<file path="src/rtl/mul16_ctrl_pkg.sv">
`default_nettype none
// ============================================================================
// Module : mul16_ctrl_pkg
// Brief  : Shared widths and state encoding for the shared 16-bit multiplier.
// Rev    : 1.0
// ============================================================================
package mul16_ctrl_pkg;

    localparam int WIDTH   = 16;
    localparam int c_CNT_W = 4;

    // 2'd3 is never entered; the controller treats it as IDLE.
    typedef enum logic [1:0] {
        IDLE = 2'd0,
        WAIT = 2'd1,
        HOLD = 2'd2
    } state_t;

endpackage
`default_nettype wire

</file>
<file path="src/rtl/Multiplier16Bit.sv">
`default_nettype none
// ============================================================================
// Module : Multiplier16Bit
// Brief  : Combinational unsigned 16x16 shift-and-add array multiplier.
// Rev    : 1.0
// ============================================================================
module Multiplier16Bit
    import mul16_ctrl_pkg::*;
(
    input  logic [WIDTH-1:0]   i_a,
    input  logic [WIDTH-1:0]   i_b,
    output logic [2*WIDTH-1:0] o_p
);

    logic [2*WIDTH-1:0] w_acc;

    always_comb begin
        w_acc = '0;
        for (int i = 0; i < WIDTH; i++) begin
            if (i_b[i]) begin
                w_acc = w_acc + ({{WIDTH{1'b0}}, i_a} << i);
            end
        end
    end

    assign o_p = w_acc;

endmodule
`default_nettype wire

</file>
<file path="src/rtl/rr_arb2.sv">
`default_nettype none
// ============================================================================
// Module : rr_arb2
// Brief  : Combinational 2-way round-robin arbiter, grant is one-hot or zero.
// Rev    : 1.0
// ============================================================================
module rr_arb2
    import mul16_ctrl_pkg::*;
(
    input  logic [1:0] valid,
    input  logic       last_grant,
    input  logic       enable,
    output logic [1:0] grant,
    output logic       grant_id
);

    always_comb begin
        grant = 2'b00;
        if (enable) begin
            case (valid)
                2'b01:   grant = 2'b01;
                2'b10:   grant = 2'b10;
                // On a tie the requester that did not win last time goes first.
                2'b11:   grant = last_grant ? 2'b01 : 2'b10;
                default: grant = 2'b00;
            endcase
        end
    end

    assign grant_id = grant[1];

endmodule
`default_nettype wire

</file>
<file path="src/rtl/mul16_share_ctrl.sv">
`default_nettype none
// ============================================================================
// Module : mul16_share_ctrl
// Brief  : Shares one combinational 16-bit multiplier between two requesters.
// Rev    : 1.0
// ============================================================================
module mul16_share_ctrl
    import mul16_ctrl_pkg::*;
#(
    parameter int WIDTH         = 16,
    parameter int SETTLE_CYCLES = 2
) (
    input  logic             clk,
    input  logic             rst,
    input  logic             req0_valid,
    input  logic [WIDTH-1:0] req0_a,
    input  logic [WIDTH-1:0] req0_b,
    output logic             req0_ready,
    input  logic             req1_valid,
    input  logic [WIDTH-1:0] req1_a,
    input  logic [WIDTH-1:0] req1_b,
    output logic             req1_ready,
    output logic             rsp_valid,
    output logic             rsp_id,
    output logic [WIDTH-1:0] rsp_phigh,
    output logic [WIDTH-1:0] rsp_plow,
    input  logic             rsp_ready,
    output logic             busy
);

    state_t               r_state;
    state_t               w_next_state;
    logic [WIDTH-1:0]     r_op_a;
    logic [WIDTH-1:0]     r_op_b;
    logic                 r_id;
    logic                 r_last_grant;
    logic [c_CNT_W-1:0]   r_cnt;
    logic                 r_rsp_valid;
    logic                 r_rsp_id;
    logic [WIDTH-1:0]     r_rsp_phigh;
    logic [WIDTH-1:0]     r_rsp_plow;
    logic [1:0]           w_grant;
    logic                 w_grant_id;
    logic                 w_idle;
    logic                 w_accept;
    logic                 w_capture;
    logic                 w_rsp_done;
    logic [2*WIDTH-1:0]   w_prod;

    // The unreachable encoding behaves exactly like IDLE.
    assign w_idle     = (r_state != WAIT) && (r_state != HOLD);
    assign w_accept   = |w_grant;
    assign w_capture  = (r_state == WAIT) && (r_cnt == '0);
    assign w_rsp_done = (r_state == HOLD) && r_rsp_valid && rsp_ready;

    rr_arb2 u_arb (
        .valid      ({req1_valid, req0_valid}),
        .last_grant (r_last_grant),
        .enable     (w_idle),
        .grant      (w_grant),
        .grant_id   (w_grant_id)
    );

    Multiplier16Bit u_mul (
        .i_a (r_op_a),
        .i_b (r_op_b),
        .o_p (w_prod)
    );

    always_ff @(posedge clk) begin
        if (rst) begin
            r_state <= IDLE;
        end else begin
            r_state <= w_next_state;
        end
    end

    always_comb begin
        w_next_state = r_state;
        case (r_state)
            IDLE:    w_next_state = w_accept ? WAIT : IDLE;
            WAIT:    w_next_state = w_capture ? HOLD : WAIT;
            HOLD:    w_next_state = w_rsp_done ? IDLE : HOLD;
            default: w_next_state = w_accept ? WAIT : IDLE;
        endcase
    end

    always_ff @(posedge clk) begin
        if (rst) begin
            r_op_a       <= '0;
            r_op_b       <= '0;
            r_id         <= 1'b0;
            r_last_grant <= 1'b1;
            r_cnt        <= '0;
            r_rsp_valid  <= 1'b0;
            r_rsp_id     <= 1'b0;
            r_rsp_phigh  <= '0;
            r_rsp_plow   <= '0;
        end else begin
            if (w_accept) begin
                r_op_a       <= w_grant_id ? req1_a : req0_a;
                r_op_b       <= w_grant_id ? req1_b : req0_b;
                r_id         <= w_grant_id;
                r_last_grant <= w_grant_id;
                r_cnt        <= c_CNT_W'(SETTLE_CYCLES - 1);
            end
            if ((r_state == WAIT) && (r_cnt != '0)) begin
                r_cnt <= r_cnt - 1'b1;
            end
            // Operands have been stable for SETTLE_CYCLES full cycles here.
            if (w_capture) begin
                r_rsp_phigh <= w_prod[2*WIDTH-1:WIDTH];
                r_rsp_plow  <= w_prod[WIDTH-1:0];
                r_rsp_id    <= r_id;
                r_rsp_valid <= 1'b1;
            end
            if (w_rsp_done) begin
                r_rsp_valid <= 1'b0;
            end
        end
    end

    assign req0_ready = w_grant[0];
    assign req1_ready = w_grant[1];
    assign rsp_valid  = r_rsp_valid;
    assign rsp_id     = r_rsp_id;
    assign rsp_phigh  = r_rsp_phigh;
    assign rsp_plow   = r_rsp_plow;
    assign busy       = !w_idle;

endmodule
`default_nettype wire

</file>
<file path="config.mk">
export PLATFORM = sky130hd
export DESIGN_NAME = mul16_share_ctrl
export DESIGN_NICKNAME = d
export VERILOG_FILES = /design/src/rtl/mul16_ctrl_pkg.sv /design/src/rtl/Multiplier16Bit.sv /design/src/rtl/rr_arb2.sv /design/src/rtl/mul16_share_ctrl.sv
export SDC_FILE = /design/constraint.sdc
export NUM_CORES = 1
export LEC_CHECK = 0
export ABC_AREA = 0
export CAP_MARGIN = 0
export CORE_MARGIN = 3
export CORE_UTILIZATION = 30
export CTS_CLUSTER_SIZE = 12
export DETAILED_ROUTE_END_ITERATION = 16
export PLACE_DENSITY_LB_ADDON = 0.3
export SLEW_MARGIN = 30
export SYNTH_ARGS = -nofsm -noshare
export SYNTH_HDL_FRONTEND = slang
export SYNTH_HIERARCHICAL = 1
export SYNTH_SLANG_ARGS = --single-unit
</file>
<file path="constraint.sdc">
create_clock -name clk -period 54.9 [get_ports clk]
set_input_delay 16.47 -clock clk [delete_from_list [all_inputs] [get_ports clk]]
set_output_delay 16.47 -clock clk [all_outputs]
set_load 0.005 [all_outputs]
</file>
==> flow_summary.toml <==
[clock_tree]
cts_buffers = 9
clock-sinks = 74
path_clk_slew_ns = 0.06
cts_setup_buffers = 0
clock_latency_ns = 0.36
cts.htree.levels = 3
cts-root-buf = "clkbuf_16"
holdBufCountCts = 0
cts_buffer_depth = 2
cts_tree = "yes"
ctsResizeCount = 0

[global_routing]
met3_usage_pct = 2.168
met1_usage_pct = 25.77
grt_max_degree = 75
grt-ovfl-total = 0
grt_pass1_wl_mm = 94.81
grt_pass1_vias = 17506
grt_antenna_before_repair = 0
track_usage_pct = 18.54
grt.busiest_layer = "met2"
grt_use_met2_pct = 29.94

[logic_synthesis]
synth_largest_area_cell = "ha_1"
synth_area_mm2 = 0.01787
netlist_top_cells_area = "ha_1, dfxtp_1, a21oi_1, nand2_1, nor2_1"
syn_inst = 2462
postSynth.asyncResetShare_pct = 0
yosys_warnings = 6
synth_commonest_cells = "ha_1, nand2_1, nor2_1"
synth-edff-count = 0
synth_top_area_share_pct = 19.40
synth.distinct_cells = 99
synth-seq-cells = 74
synth-seq-area-share_pct = 8.292
avgSynthCellArea_um2 = 7.257
synth_flop_cell = "dfxtp_1"
synth.most_common_cell = "ha_1"
synthesis.nets = 2823

[finish]
area_growth_pct = 12.48
design_area_mm2 = 0.02010
nFillCells = 6200
fin_nets = 2882
drive_gt1_share_pct = 6.928
diodes = 0

[timing]
rsz0062_at_grt = "no"
skew_ns = 0.007496
hold_viol = 0
setup_tns_ns = 0
fmax_mhz = 28.80
period_minus_slack_ns = 34.72
fin_crit_sh_pct = 63.25
slew_viol_final = 0
tightest_slew_ns = 0.8360
relSlewSlack_pct = 44.27
setup_viol = 0

[detailed_routing]
num_vias = 18549
first_pass_iters = 5
ant_nets = 0
drc_errors = 0
first_iter_violations = 1405
routed_wl_mm = 60.42
wl_per_cell_um = 18.36
vias_per_cell = 5.636

[floorplan]
dieHeight_um = 250.0
start_util_pct = 30.62
fp.dieW_um = 250.0
io_pins = 106
die-area_mm2 = 0.06252
core.rowCount = 88
core_area_mm2 = 0.05836

[setup_path]
crit_path_max_incr_delay_ns = 0.61
worst-setup-path-type = "input pin to output port"
worstRegToRegCells = 102
cp.required_ns = 38.43
cp.arrival_ns = 18.25
end_kind = "output port"
cp_max_fo = 37
crit_slowest_cell = "clkdlybuf4s50_1"
cp_common_cell = "clkdlybuf4s50_1"
worstPathCellList = "clkdlybuf4s50_1 -> nand2_1 -> a21oi_4 -> buf_4 -> clkdlybuf4s50_1"
crit_path_start_kind = "input pin"

[place]
place.gp.congestion = 0.8895
placed_cell_area_mm2 = 0.01979
dpl.hpwl_mm = 46.82
port-buffer-count = 105

[min_path]
hold_depth = 2
min_path_type = "flip-flop to flip-flop"

[job]
drv_cap = 0

[status]
status = "completed"

[pwr]
max-vdd-ir-drop_v = 0.00002084
leakagePower_nw = 9.010
p_per_area_mw_per_mm2 = 55.29
worst max-delay path, delay by kind of cell:
| family | cells | cell delay, ns |
|---|---|---|
| buffers and inverters | 3 | 1.57 |
| AOI/OAI and AO/OA | 1 | 0.11 |
| and+or+nand+nor | 1 | 0.10 |
stage by stage:
step	setup WS [ns]	utilization [%]	instances	total power [W]	hold WS, ns
floorplan	21.66	-	2462	0.0008212	0.4321
global placement	20.20	33.90	3275	0.001011	0.4425
detailed placement	20.19	33.91	3275	0.001032	0.4495
CTS	20.19	34.43	3291	0.001102	0.4554
global route	20.09	34.44	3291	0.001228	0.4783
finish	20.18	34.44	3291	0.001111	0.4539
power by group:
group / leakage [nW] / total [W] / switching [W] / internal [W]
clock network: 0.151 / 0.0000622 / 0.0000254 / 0.0000368
registers: 0.608 / 0.0000694 / 0.00000752 / 0.0000619
logic: 8.25 / 0.000980 / 0.000567 / 0.000412
worst paths after layout:
path               from             to  slack [ns]
min reg2reg      rsp_id         rsp_id        0.45
max          req1_valid     req1_ready       20.18
min              rsp_id         rsp_id        0.45
max reg2reg   r_op_b[0]  rsp_phigh[12]       30.65
cell usage in the layout, fill, tap and decap left out, drive strengths merged, types with 54 or more instances in the layout:
cell type      synthesis  final
xor2                  61     61
a21o                  75     75
nor2                 220    220
ha                   277    277
nand2                272    272
a211oi                69     69
o21a                  54     54
xnor2                 93     93
clkdlybuf4s50          0    104
inv                  123    125
a21oi                221    221
o21ai                175    175
dfxtp                 74     74
area by class of cell:
cell class	count	area (um2)	share of cell area, %
tap	765	957.2	4.763
multi-input combinational	2170	15560	77.42
clock inverter	5	61.31	0.3051
inverter	123	461.7	2.297
sequential	74	1483	7.378
clock buffer	11	242.7	1.208
timing repair buffer	143	1331	6.625
cells by family (layout without fill, tap and decap cells):
| group | count (synthesis) | after routing | synth area share (%) |
|---|---|---|---|
| adders and majority gates | 292 | 292 | 21.08 |
| xor gates and xnor gates | 154 | 154 | 7.550 |
| DFF | 74 | 74 | 8.292 |
| buffers and inverters | 218 | 282 | 4.741 |
| muxes | 104 | 104 | 6.317 |
| and+or+nand+nor | 775 | 775 | 20.13 |
| AOI/OAI and AO/OA | 845 | 845 | 31.89 |
state kept, by name, summed over array words and instances, names as in the netlist, 2 cells and up:
| name | cells |
|---|---|
| r_op_a | 16 |
| r_op_b | 16 |
| rsp_phigh | 16 |
| rsp_plow | 16 |
| r_cnt | 4 |
| r_state | 2 |
metal layers:
layer	vias to the layer above	wire (um)	part of all wire, %
li1	9203	-	-
met1	8652	28720	48
met2	605	26440	44
met3	89	3622	6.0
met4	0	1646	2.7
met5	-	0	0
Power figures use the tool's default switching activity.
==> variant 1, RTL diff (config.mk and constraints unchanged) <==
`c_CNT_W`: 4 -> 6.
--- a/src/rtl/mul16_ctrl_pkg.sv
+++ b/src/rtl/mul16_ctrl_pkg.sv
@@ -7,7 +7,7 @@
 package mul16_ctrl_pkg;
 
     localparam int WIDTH   = 16;
-    localparam int c_CNT_W = 4;
+    localparam int c_CNT_W = 6;
 
     // 2'd3 is never entered; the controller treats it as IDLE.
     typedef enum logic [1:0] {
Check against the original RTL: not settled (the Yosys comparison gave no result); the edit may change what the design does.
==> variant 1 against the unedited design <==
  * Sequential share of layout area grew 0.089 points
  * Critical path depth decreased by 1
  * Setup slack improved by 330 ps
  * Critical path type unchanged
  * Total power is 8.4% higher
  * Core utilization decreased by 0.14 points
  * Final area grew 1.5%
  * Sequential cell count increased by 2
  * Largest cell class unchanged
  * Synthesized area increased by 1.5%
  * Wire length up 3.2%
  * Fmax increased by 0.96%
==> variant 1: results <==
export IMPL_inverters=128
export IMPL_dpl_hpwl_um=48260
export IMPL_irDropWorstVdd_v=0.00002674
export IMPL_worst_r2r_endpoint="rsp_phigh[14]$_SDFFE_PP0P_"
export IMPL_first_pass_iters=6
export IMPL_ys_top_cells_by_area="ha_1 (19%), dfxtp_1 (8.4%), a21oi_1 (6.1%)"
export IMPL_hp_start="r_id$_SDFFE_PP0P_"
export IMPL_rrSetupSlack_ps=30330
export IMPL_n_all_buffers=144
export IMPL_dieArea_um2=63450
export IMPL_min_to="r_id$_SDFFE_PP0P_"
export IMPL_critPathMaxStageDelay_ps=570
export IMPL_r2r_cells=100
export IMPL_fillerInstances=6338
export IMPL_multi_input_cells=2183
export IMPL_synthDistinctLibCells=100
export IMPL_seq_share_pct=7.467
export IMPL_synth_commonest_cells="ha_1 (278), nor2_1 (223), a21oi_1 (220)"
export IMPL_detail_route_wirelength_um=62350
export IMPL_holdWs_ps=460.6
export IMPL_multi_input_comb_area_um2=15750
export IMPL_seq_area_frac_synth_pct=8.388
export IMPL_worst_endpoint_arrival_ps=17920
export IMPL_grt_pass1_wl_um=98760
export IMPL_endpoint="req0_ready"
export IMPL_vias=18820
export IMPL_drt_iter0_drc=1481
export IMPL_cp_max_fo=4
export IMPL_track_usage_pct=19.14
export IMPL_fin_worst_skew_ps=12.33
export IMPL_place_congestion=0.8826
export IMPL_run_status="completed"
-- variant 1: routing by layer --
layer  vias up  track usage (%)  wire length (um)  part of all wire [%]
met5         -                0                 0                     0
met4         0            5.026              1412                   2.3
met3        61            1.948              3232                   5.2
met2       546            31.33             27700                    44
met1      8866            26.85             30000                    48
li1       9349                -                 -                     -
-- variant 1: logic make-up after synthesis --
family / after synthesis / synth area share [%]
xor gates and xnor gates: 154 / 7.436
muxes: 106 / 6.367
adders and majority gates: 293 / 20.83
DFF: 76 / 8.388
and+or+nand+nor: 747 / 19.50
buffers and inverters: 228 / 4.884
AOI/OAI and AO/OA: 883 / 32.59
-- variant 1: stage by stage --
step / std cells / worst slack (ps)
after floorplan: 2487 / 21650
after global placement: 3304 / 20470
after detailed placement: 3304 / 20520
after CTS: 3320 / 20520
after global routing: 3320 / 20420
final: 3320 / 20510
-- variant 1: where the power goes --
part	switching, uW	leakage, uW	internal, uW
clock	26.6	0.000160	41.5
combinational	618	0.00831	444
sequential	9.90	0.000624	64.2
total	655	0.00909	549
==> variant 2, RTL diff (same settings) <==
Without the edit above. Make the reset (`rst`) asynchronous in 2 clocked blocks.
--- a/src/rtl/mul16_share_ctrl.sv
+++ b/src/rtl/mul16_share_ctrl.sv
@@ -67,7 +67,7 @@
         .o_p (w_prod)
     );
 
-    always_ff @(posedge clk) begin
+    always_ff @(posedge clk or posedge rst) begin
         if (rst) begin
             r_state <= IDLE;
         end else begin
@@ -85,7 +85,7 @@
         endcase
     end
 
-    always_ff @(posedge clk) begin
+    always_ff @(posedge clk or posedge rst) begin
         if (rst) begin
             r_op_a       <= '0;
             r_op_b       <= '0;
Check against the original RTL: not equivalent (Yosys sat finds a counterexample within 4 cycles, from zero or initial values and one cycle with rst high; the reset may be asserted at any time).
==> variant 2 against the unedited design <==
  * Via count increased by 5.3%
  * Final area increased by 5.1%
  * Synthesized area increased by 5.0%
  * Wire length increased by 9.2%
  * Non-clock buffer count increased by 1
  * Setup slack improved by 210 ps
  * Sequential cell count unchanged
  * Critical endpoint is now req0_ready
Power is left out: the tool's default activity adds up to more than one toggle a clock period on the data nets, which glitch-free logic cannot reach.
==> variant 2: results <==
export IMPL_dp_slack_ps=20400
export IMPL_synth_commonest_cells="ha_1 (277), nand2_1 (276), a21oi_1 (190), o21ai_0 (190), nor2_1 (184)"
export IMPL_first_pass_iters=8
export IMPL_run_status="completed"
export IMPL_post_place_cells=3402
export IMPL_vias=19540
export IMPL_detail_route_wirelength_um=65970
export IMPL_viasPerCell=5.716
export IMPL_async_flop_share_pct=100.0
export IMPL_setup_worst_path_start="req0_valid"
export IMPL_nNetsFinal=2938
export IMPL_dpl_hpwl_um=51260
export IMPL_grt_pass1_wl_um=102500
export IMPL_fin_worst_skew_ps=21.16
export IMPL_drt_iter0_drc=1607
export IMPL_hp_start="r_op_b[14]$_DFFE_PP0P_"
export IMPL_drive_gt1_share_pct=7.400
export IMPL_root_buffer="clkbuf_16"
export IMPL_synthCells=2504
export IMPL_seq_area_frac_synth_pct=9.879
export IMPL_grt_max_degree=68
export IMPL_clock_latency_ps=370
export IMPL_grt_pass1_vias=18730
export IMPL_synthDistinctLibCells=103
export IMPL_fillerInstances=6578
export IMPL_track_usage_pct=19.31
export IMPL_place_congestion=0.9103
export IMPL_synth_ff_type="dfrtp_1"
export IMPL_ys_top_cells_by_area="ha_1 (18%), dfrtp_1 (9.7%), nand2_1 (5.5%)"
export IMPL_synth_nets=2865
export IMPL_cp_max_fo=4
export IMPL_worst_pin_slew_ps=935.2
export IMPL_r2r_start="r_op_b[0]$_DFFE_PP0P_"
==> variant 2: cell count changes after synthesis, sizes merged, moves of 27 or more <==
cell,change
a21oi,-28
o21ai,+27
dfxtp,-74
mux2,+27
nor2,-36
a211oi,-41
dfrtp,+73
nand3,+27
==> variant 2: final timing paths <==
check                                                 end  slack [ps]
worst max-delay path                           req0_ready       20380
worst min-delay path               r_op_b[14]$_DFFE_PP0P_         490
worst max register to register  rsp_phigh[13]$_DFFE_PP0P_       30410
worst min register to register     r_op_b[14]$_DFFE_PP0P_         490
max in group asynchronous          r_op_a[10]$_DFFE_PP0P_       37350
min in group asynchronous        rsp_phigh[1]$_DFFE_PP0P_       16390
==> variant 2: kinds of logic after synthesis <==
logic type                 Yosys count  share of synthesized area (%)
AOI/OAI and AO/OA                  854                          31.15
xor gates and xnor gates           146                          6.817
adders and majority gates          292                          20.08
buffers and inverters              214                          4.503
DFF                                 74                          9.879
muxes                              139                          7.938
and+or+nand+nor                    785                          19.64
==> variant 2: worst min-delay path: cells and delay by family (launching register included) <==
kind | cells | cell delay [ps]
compound gates | 1 | 60
flops | 1 | 340
simple gates | 1 | 50
==> variant 2: layer usage <==
layer  GRT usage, %  wire length (um)  part of all wire [%]  vias up
met4          4.862              1424                   2.2        0
met1          26.35             31080                    47     9363
met5              0                 0                     0        -
met3          1.801              3430                   5.2       74
met2          32.70             30030                    46      640
li1               -                 -                     -     9460
==> variant 2: final cells by class <==
class	count	area, um2	area share [%]
clock buffer	10	229.0	1.084
clock inverter	5	56.30	0.2665
inverter	132	496.7	2.351
multi-input combinational	2216	16100	76.20
sequential	74	1856	8.783
tap	837	1047	4.957
timing repair buffer	144	1344	6.361
